## config.mk

```make
export PLATFORM = sky130hd
export DESIGN_NAME = mnist_frame_loader_flat
export DESIGN_NICKNAME = d
export VERILOG_FILES = /design/src/rtl/mnist_frame_loader_if.sv /design/src/rtl/mnist_frame_loader.sv /design/src/flat_wrapper.sv
export SDC_FILE = /design/constraint.sdc
export NUM_CORES = 1
export LEC_CHECK = 0
export BUFFER_PORTS_ARGS = -buffer_cell sky130_fd_sc_hd__buf_2
export CAP_MARGIN = 5
export CORE_MARGIN = 5
export CORE_UTILIZATION = 45
export CTS_BUF_LIST = sky130_fd_sc_hd__clkbuf_8
export DETAILED_ROUTE_END_ITERATION = 12
export GPL_TIMING_DRIVEN = 1
export PLACE_DENSITY_LB_ADDON = 0.08
export SYNTH_ARGS = -nofsm -noshare
export SYNTH_HDL_FRONTEND = slang
export SYNTH_SLANG_ARGS = --single-unit
```

## constraint.sdc

```tcl
create_clock -name clk -period 2.5 [get_ports clk]
set_input_delay 0.25 -clock clk [delete_from_list [all_inputs] [get_ports clk]]
set_output_delay 0.25 -clock clk [all_outputs]
set_load 0.02 [all_outputs]
```

## src/rtl/mnist_frame_loader_if.sv

```systemverilog
// Signal bundle between the host pins, the frame loader and the mnist_top inference core.
`timescale 1ns/1ps
interface mnist_frame_loader_if;
    logic [7:0] host_data;
    logic       host_strobe;
    logic       host_clear;
    logic       host_ready;
    logic [3:0] result;
    logic       result_valid;
    logic       overrun;
    logic       timeout_err;
    logic       core_start;
    logic [7:0] core_pixels;
    logic       core_done;
    logic [3:0] core_prediction;
    logic       core_busy;

    modport master (
        input  host_data, host_strobe, host_clear, core_done, core_prediction, core_busy,
        output host_ready, result, result_valid, overrun, timeout_err, core_start, core_pixels
    );

    modport slave (
        output host_data, host_strobe, host_clear, core_done, core_prediction, core_busy,
        input  host_ready, result, result_valid, overrun, timeout_err, core_start, core_pixels
    );
endinterface

```

## src/rtl/mnist_frame_loader.sv

```systemverilog
// Collects a 16-byte pixel frame from asynchronous host pins, streams it into the
// inference core, latches the predicted digit and guards the core with a watchdog.
`timescale 1ns/1ps
module mnist_frame_loader #(
    parameter int unsigned NUM_BYTES      = 16,
    parameter int unsigned SYNC_STAGES    = 2,
    parameter int unsigned TIMEOUT_CYCLES = 8192
) (
    input  logic                 clk,
    input  logic                 rst_n,
    mnist_frame_loader_if.master bus
);
    localparam int unsigned IDX_W = $clog2(NUM_BYTES);
    localparam int unsigned WD_W  = $clog2(TIMEOUT_CYCLES);
    localparam logic [IDX_W-1:0] LAST_IDX = IDX_W'(NUM_BYTES - 1);
    localparam logic [WD_W-1:0]  WD_LAST  = WD_W'(TIMEOUT_CYCLES - 1);

    typedef enum logic [1:0] {S_COLLECT, S_LAUNCH, S_STREAM, S_WAIT} state_e;

    state_e                 state_q, state_d;
    logic [SYNC_STAGES-1:0] sync_q, sync_d;
    logic                   strobe_prev_q, strobe_prev_d;
    logic                   strobe_rise_q, strobe_rise_d;
    logic [IDX_W-1:0]       wr_idx_q, wr_idx_d;
    logic [IDX_W-1:0]       rd_idx_q, rd_idx_d;
    logic [WD_W-1:0]        wd_q, wd_d;
    logic [7:0]             frame_q [NUM_BYTES];
    logic [7:0]             frame_d [NUM_BYTES];
    logic                   host_ready_q, host_ready_d;
    logic [3:0]             result_q, result_d;
    logic                   result_valid_q, result_valid_d;
    logic                   overrun_q, overrun_d;
    logic                   timeout_err_q, timeout_err_d;
    logic                   core_start_q, core_start_d;
    logic [7:0]             core_pixels_q, core_pixels_d;

    // Strobe synchronizer followed by a registered rising-edge pulse.
    always_comb begin
        sync_d        = SYNC_STAGES'({sync_q, bus.host_strobe});
        strobe_prev_d = sync_q[SYNC_STAGES-1];
        strobe_rise_d = sync_q[SYNC_STAGES-1] & ~strobe_prev_q;
    end

    always_comb begin
        state_d        = state_q;
        wr_idx_d       = wr_idx_q;
        rd_idx_d       = rd_idx_q;
        wd_d           = wd_q;
        frame_d        = frame_q;
        result_d       = result_q;
        result_valid_d = result_valid_q;
        overrun_d      = overrun_q;
        timeout_err_d  = timeout_err_q;
        core_start_d   = 1'b0;
        core_pixels_d  = 8'h00;

        if (strobe_rise_q && (state_q != S_COLLECT)) begin
            overrun_d = 1'b1;
        end

        unique case (state_q)
            S_COLLECT: begin
                // A clear in the same cycle as a strobe edge drops that byte.
                if (bus.host_clear) begin
                    wr_idx_d       = '0;
                    overrun_d      = 1'b0;
                    timeout_err_d  = 1'b0;
                    result_valid_d = 1'b0;
                end else if (strobe_rise_q) begin
                    frame_d[wr_idx_q] = bus.host_data;
                    wr_idx_d          = wr_idx_q + IDX_W'(1);
                    if (wr_idx_q == '0) begin
                        result_valid_d = 1'b0;
                    end
                    if (wr_idx_q == LAST_IDX) begin
                        wr_idx_d = '0;
                        state_d  = S_LAUNCH;
                    end
                end
            end
            S_LAUNCH: begin
                // Hold off while a core abandoned by the watchdog is still running.
                if (!bus.core_busy) begin
                    core_start_d  = 1'b1;
                    core_pixels_d = frame_q[0];
                    rd_idx_d      = '0;
                    state_d       = S_STREAM;
                end
            end
            S_STREAM: begin
                core_pixels_d = frame_q[rd_idx_q];
                rd_idx_d      = rd_idx_q + IDX_W'(1);
                if (rd_idx_q == LAST_IDX) begin
                    wd_d    = '0;
                    state_d = S_WAIT;
                end
            end
            S_WAIT: begin
                wd_d = wd_q + WD_W'(1);
                if (bus.core_done) begin
                    result_d       = bus.core_prediction;
                    result_valid_d = 1'b1;
                    state_d        = S_COLLECT;
                end else if (wd_q == WD_LAST) begin
                    timeout_err_d = 1'b1;
                    state_d       = S_COLLECT;
                end
            end
        endcase

        host_ready_d = (state_d == S_COLLECT);
    end

    always_ff @(posedge clk or negedge rst_n) begin
        if (!rst_n) begin
            state_q        <= S_COLLECT;
            sync_q         <= '0;
            strobe_prev_q  <= 1'b0;
            strobe_rise_q  <= 1'b0;
            wr_idx_q       <= '0;
            rd_idx_q       <= '0;
            wd_q           <= '0;
            host_ready_q   <= 1'b1;
            result_q       <= 4'h0;
            result_valid_q <= 1'b0;
            overrun_q      <= 1'b0;
            timeout_err_q  <= 1'b0;
            core_start_q   <= 1'b0;
            core_pixels_q  <= 8'h00;
        end else begin
            state_q        <= state_d;
            sync_q         <= sync_d;
            strobe_prev_q  <= strobe_prev_d;
            strobe_rise_q  <= strobe_rise_d;
            wr_idx_q       <= wr_idx_d;
            rd_idx_q       <= rd_idx_d;
            wd_q           <= wd_d;
            host_ready_q   <= host_ready_d;
            result_q       <= result_d;
            result_valid_q <= result_valid_d;
            overrun_q      <= overrun_d;
            timeout_err_q  <= timeout_err_d;
            core_start_q   <= core_start_d;
            core_pixels_q  <= core_pixels_d;
        end
    end

    // Frame storage carries no reset; contents are only read after a full frame is written.
    always_ff @(posedge clk) begin
        frame_q <= frame_d;
    end

    assign bus.host_ready   = host_ready_q;
    assign bus.result       = result_q;
    assign bus.result_valid = result_valid_q;
    assign bus.overrun      = overrun_q;
    assign bus.timeout_err  = timeout_err_q;
    assign bus.core_start   = core_start_q;
    assign bus.core_pixels  = core_pixels_q;
endmodule

```

## src/flat_wrapper.sv

```systemverilog
// flat-port wrapper written by rule: the top's interface ports become plain ports
module mnist_frame_loader_flat 
#(
    parameter int unsigned NUM_BYTES      = 16,
    parameter int unsigned SYNC_STAGES    = 2,
    parameter int unsigned TIMEOUT_CYCLES = 8192
)
  (clk, rst_n, bus_host_data, bus_host_strobe, bus_host_clear, bus_core_done, bus_core_prediction, bus_core_busy, bus_host_ready, bus_result, bus_result_valid, bus_overrun, bus_timeout_err, bus_core_start, bus_core_pixels);
  mnist_frame_loader_if bus_i ();
  input  logic clk;
  input  logic rst_n;
  input wire logic [$bits(bus_i.host_data)-1:0] bus_host_data;
  input wire logic [$bits(bus_i.host_strobe)-1:0] bus_host_strobe;
  input wire logic [$bits(bus_i.host_clear)-1:0] bus_host_clear;
  input wire logic [$bits(bus_i.core_done)-1:0] bus_core_done;
  input wire logic [$bits(bus_i.core_prediction)-1:0] bus_core_prediction;
  input wire logic [$bits(bus_i.core_busy)-1:0] bus_core_busy;
  output wire logic [$bits(bus_i.host_ready)-1:0] bus_host_ready;
  output wire logic [$bits(bus_i.result)-1:0] bus_result;
  output wire logic [$bits(bus_i.result_valid)-1:0] bus_result_valid;
  output wire logic [$bits(bus_i.overrun)-1:0] bus_overrun;
  output wire logic [$bits(bus_i.timeout_err)-1:0] bus_timeout_err;
  output wire logic [$bits(bus_i.core_start)-1:0] bus_core_start;
  output wire logic [$bits(bus_i.core_pixels)-1:0] bus_core_pixels;
  assign bus_i.host_data = bus_host_data;
  assign bus_i.host_strobe = bus_host_strobe;
  assign bus_i.host_clear = bus_host_clear;
  assign bus_i.core_done = bus_core_done;
  assign bus_i.core_prediction = bus_core_prediction;
  assign bus_i.core_busy = bus_core_busy;
  assign bus_host_ready = bus_i.host_ready;
  assign bus_result = bus_i.result;
  assign bus_result_valid = bus_i.result_valid;
  assign bus_overrun = bus_i.overrun;
  assign bus_timeout_err = bus_i.timeout_err;
  assign bus_core_start = bus_i.core_start;
  assign bus_core_pixels = bus_i.core_pixels;
  mnist_frame_loader #(.NUM_BYTES(NUM_BYTES), .SYNC_STAGES(SYNC_STAGES), .TIMEOUT_CYCLES(TIMEOUT_CYCLES)) u_core (.clk(clk), .rst_n(rst_n), .bus(bus_i));
endmodule
```

; ---- After elaboration in Yosys (flattened, before gate mapping)
; Cells that the tools add are included.
[op_classes]
add_sub_neg = 3
n_lt_le_gt_ge = 3
n_eq_ne = 14
muxes = 37
bitwise_logic = 5
n_reduce_logical = 17
[op_table]
columns = cell, count
row1 = $bwmux 128, 1
row2 = $bmux 8 s4, 1
row3 = $demux 8 s4, 1
row4 = $mux 8, 4
row5 = $pmux 13 s2, 1
row6 = $mux 4, 4
row7 = $pmux 8 s2, 1
row8 = $mux 2, 7
row9 = $add 13x1->13 const B, 1
row10 = $eq 13x13->1 const B, 1
row11 = $mux 13, 1
row12 = $mux 1, 12
row13 = $ge 5x5->1 const B, 2
row14 = $not 4->5, 2
row15 = $reduce_bool 2->1, 5
row16 = $add 4x1->4 const B, 2
row17 = $eq 4x4->1 const B, 2
row18 = $ne 2x2->1 const B, 4
row19 = $pmux 2 s4, 1
row20 = $pmux 4 s2, 1
row21 = $reduce_and 2->1, 4
row22 = $reduce_and 4->1, 2
row23 = $ne 3x2->1 const B, 2
row24 = $lt 5x1->1 const B, 1
row25 = 10 further kinds, 16
[totals]
register_bits = 172
input_bits = 18
output_inout_bits = 17
elab_cells = 109

; ---- Longest topological paths before layout
[depth]
depth_word = 6
depth_mapped = 8
depth_no_buf = 7

; ---- Worst setup path after synthesis
; OpenSTA, ideal clock, no wires.
[synth_timing]
path_type = register to register
start = reg u_core.state_q[0]
end = reg u_core.frame_q[104] (netlist name), enable pin
setup_ps = 383
arrival_ps = 1740
required_ps = 2117
path_slack_ps = 376
path_stages_with_launch = 7
path_buffers = 0
period_less_slack_ps = 2124
path_cell_list = dfrtp_1 > inv_1 > ha_1 > nor2b_1 > and2_1 > nand2_1 > nor3_1
[synth_between]
elab_chain_len = 2
[synth_lines]
columns = element, line
row1 = "start, declared", mnist_frame_loader.sv:20  ; state_e state_q, state_d;
row2 = "start signal, assigned", mnist_frame_loader.sv:131  ; state_q <= state_d;
row3 = $logic_not 2->1, mnist_frame_loader.sv:61  ; unique case (state_q)
row4 = $reduce_and 3->1 (no source line), -
row5 = "end signal, assigned", mnist_frame_loader.sv:150  ; frame_q <= frame_d;
row6 = "end, declared", mnist_frame_loader.sv:27  ; logic [7:0] frame_q [NUM_BYTES];
; No other way between the ends.
; A chain may end at the register's enable or synchronous reset.

; ---- Worst setup path after layout
[layout_timing]
start = reg u_core.state_q[0]
end = reg u_core.wd_q[6]
[layout_between]
elab_chain_len = 3
elab_cells_between_ends = 6
classes_between = 3 x eq/ne / 1 x mux / 2 x reduce/logical
[layout_lines]
columns = element, line
row1 = $eq 2x2->1, mnist_frame_loader.sv:61
row2 = $ne 2x1->1 (no source line) or $reduce_bool 2->1 (tied branches), -
row3 = $reduce_and 2->1 (no source line), -
row4 = "end signal, assigned", mnist_frame_loader.sv:137  ; wd_q <= wd_d;
row5 = "end, declared", mnist_frame_loader.sv:26  ; logic [WD_W-1:0] wd_q, wd_d;
; Parallel ways exist; a longest one is shown, timed or not.

==> results.sh <==
export IMPL_antenna_cells=0
export IMPL_clock_latency_ps=460
export IMPL_status="completed"
export IMPL_maxCapViolations=0
export IMPL_io_buffer_count=34
export IMPL_cts_num_sinks=172
export IMPL_min_path_type="in -> reg"
export IMPL_async_reset_ff_frac=0.256
export IMPL_ios=35
export IMPL_synth_fp_nets=463
export IMPL_syn_to_final_growth_pct=14.6
export IMPL_ff_latch_area_um2=4950
export IMPL_ys_seq_area_frac=0.701
export IMPL_final_cell_mix="128 x edfxtp_1, 42 x dfrtp_1, 36 x nor2_1"
export IMPL_post_cts_resized=0
export IMPL_setup_viol=0
export IMPL_layout_commonest_cell="edfxtp_1"
export IMPL_worstHoldStart="bus_core_prediction[3]"
export IMPL_drt_total_wl_um=14600
export IMPL_rrSetupSlack_ps=410
export IMPL_fin_tns_setup_ps=0
export IMPL_vias=3897
export IMPL_path_class="reg -> reg"
export IMPL_die_x_um=135
export IMPL_grt_overflow_total=0
export IMPL_placed_cells=689
export IMPL_hold_path_depth=2
export IMPL_post_cts_setup_buffers=0
export IMPL_r2r_end="u_core.wd_q[6]"
export IMPL_design_die_area_um2=18300
export IMPL_hold_viol=0
export IMPL_path_clk_slew_ps=90
export IMPL_cts_root_buf="clkbuf_8"
export IMPL_rr_startpoint="u_core.state_q[0]"
export IMPL_critPathMaxFanout=10
export IMPL_worst_slew_pin_slew_ps=526
export IMPL_drtAntennaViolNets=0
export IMPL_vdd_drop_max_mv=0.371
export IMPL_finClkSkew_ps=14.3
export IMPL_antenna_found_initial=0
export IMPL_syn_area_um2=7060
export IMPL_numCtsBuffers=17
export IMPL_first_global_vias=3973
export IMPL_synth_seq_cells=172
export IMPL_hold_ws_ps=41.2
export IMPL_yosys_warnings=0
export IMPL_grt_use_total=0.170
export IMPL_n_fill_cell=1341
export IMPL_synth_edff_count=128
export IMPL_fmax_mhz=478
export IMPL_end_kind="flop"
export IMPL_gp_congestion=0.753
export IMPL_die_h_um=135
export IMPL_first_pass_iters=4
export IMPL_fp_coreArea_um2=15300
export IMPL_cts_hold_buffers_added=4
export IMPL_fin_nets=530
export IMPL_synth_cell_types=45
export IMPL_slew_headroom=0.646
export IMPL_dp_hpwl_um=9530
export IMPL_critical_path_arrival_ps=2440
export IMPL_ff2ff_path_depth=7
export IMPL_clock_path_buffers=2
export IMPL_start_kind="flop"
export IMPL_final_period_utilization=0.836
export IMPL_maxSlewViolCount=0
export IMPL_syn_avg_cell_area_um2=16.2
export IMPL_synth_flop_cell="edfxtp_1"
export IMPL_multiInputGateArea_um2=1980
export IMPL_grt_max_degree=26
export IMPL_grt_pass1_wl_um=22900
export IMPL_crit_required_ps=2850
export IMPL_p_leak_nw=3.01
export IMPL_cts_tree="done"
export IMPL_rsz0062_at_grt="false"
export IMPL_fin_crit_ps=2090
export IMPL_layout_drive_gt1_share=0.266
export IMPL_drc=0
export IMPL_wl_per_cell_um=20.1
export IMPL_start_util=0.461
export IMPL_first_iter_violations=298
export IMPL_hold_path_endpoint="u_core.bus.result[3]"
export IMPL_syn_inst=435
export IMPL_via_per_inst=5.37
export IMPL_cts_htree_levels=4
export IMPL_final_cells=726
export IMPL_rows=45
export IMPL_power_density_nw_per_um2=645
==> cells by family after synthesis <==
kind of cell / synth area share
flops: 0.701
simple gates: 0.0686
compound gates: 0.0567
mux: 0.126
buf+inv: 0.0179
xor+xnor: 0.0124
fa+ha+maj: 0.0177
==> sequential cells by signal, summed over array words and instances, names as in the netlist <==
register	count
u_core.bus.core_pixels	8
u_core.bus.core_start	1
u_core.bus.host_ready	1
u_core.bus.overrun	1
u_core.bus.result	4
u_core.bus.result_valid	1
u_core.bus.timeout_err	1
u_core.frame_q	128
u_core.rd_idx_q	4
u_core.state_q	2
u_core.strobe_prev_q	1
u_core.strobe_rise_q	1
u_core.sync_q	2
u_core.wd_q	13
u_core.wr_idx_q	4
==> layer usage <==
layer  part of all wire  track usage  vias up  wire (um)
li1                   -            -     1807          -
met1               0.46        0.238     1983       6770
met2               0.48        0.264       93       6950
met3              0.047       0.0464       14        687
met4              0.013       0.0482        0        184
met5                  0            0        -          0
==> through the flow <==
stage	power (mW)	util	instance area, um2	setup slack (ps)
finish	5.22	0.528	8090	409
global route	5.43	0.528	8090	143
CTS	5.27	0.527	8080	396
detailed placement	3.24	0.497	7610	420
global placement	3.23	0.497	7610	451
floorplan	3.17	-	7060	376
==> Yosys cell counts, types with 4 or more instances <==
master | count | area, um2
xor2_1 | 5 | 43.8
nand2_1 | 26 | 97.6
ha_1 | 10 | 125
mux2i_1 | 11 | 110
nand3_1 | 11 | 55.1
nor2_1 | 36 | 135
mux4_2 | 22 | 495
nand2b_1 | 4 | 25.0
buf_2 | 8 | 40.0
nor2b_1 | 6 | 37.5
xnor2_1 | 5 | 43.8
o21ai_0 | 20 | 100
inv_1 | 9 | 33.8
edfxtp_1 | 128 | 3840
a2bb2oi_1 | 6 | 52.6
o221ai_1 | 6 | 52.6
dfrtp_1 | 43 | 1080
a21oi_1 | 10 | 50.1
mux2_2 | 18 | 203
clkbuf_1 | 7 | 26.3
==> final cells by class <==
| type | count | share of cell area |
|---|---|---|
| well taps | 211 | 0.0326 |
| flip-flops and latches | 172 | 0.612 |
| clock buffers | 17 | 0.0289 |
| inverters | 9 | 0.00418 |
| multi-input cells | 236 | 0.245 |
| repair buffers | 66 | 0.0538 |
| clock inverters | 15 | 0.0232 |
==> critical path: stages (launching register included) <==
cell and delay [ps]:
dfrtp_1 400, inv_1 130, ha_1 340, nand4_1 330
a21oi_1 380, and4_1 250, xnor2_1 110, nor2_1 50
==> worst max path at each step <==
stage	end	from	cells past startpoint	slack, ps
floorplan	u_core.frame_q[104]	u_core.state_q[0]	6	380
global placement	u_core.wd_q[6]	u_core.state_q[0]	7	450
detailed placement	u_core.wd_q[6]	u_core.state_q[0]	7	420
CTS	u_core.frame_q[115]	u_core.state_q[0]	7	400
global route	u_core.wd_q[6]	u_core.state_q[0]	7	140
finish	u_core.wd_q[6]	u_core.state_q[0]	7	410
==> report_power, final <==
group          switching, mW  leakage [nW]  total (mW)  internal, mW
Combinational         0.0660          1.06      0.0932        0.0272
Sequential           0.00730          1.75        3.09          3.08
Clock                   1.03         0.201        2.04          1.00
Total                   1.11          3.01        5.22          4.11
Note: power is estimated with default switching activity, not from simulation.
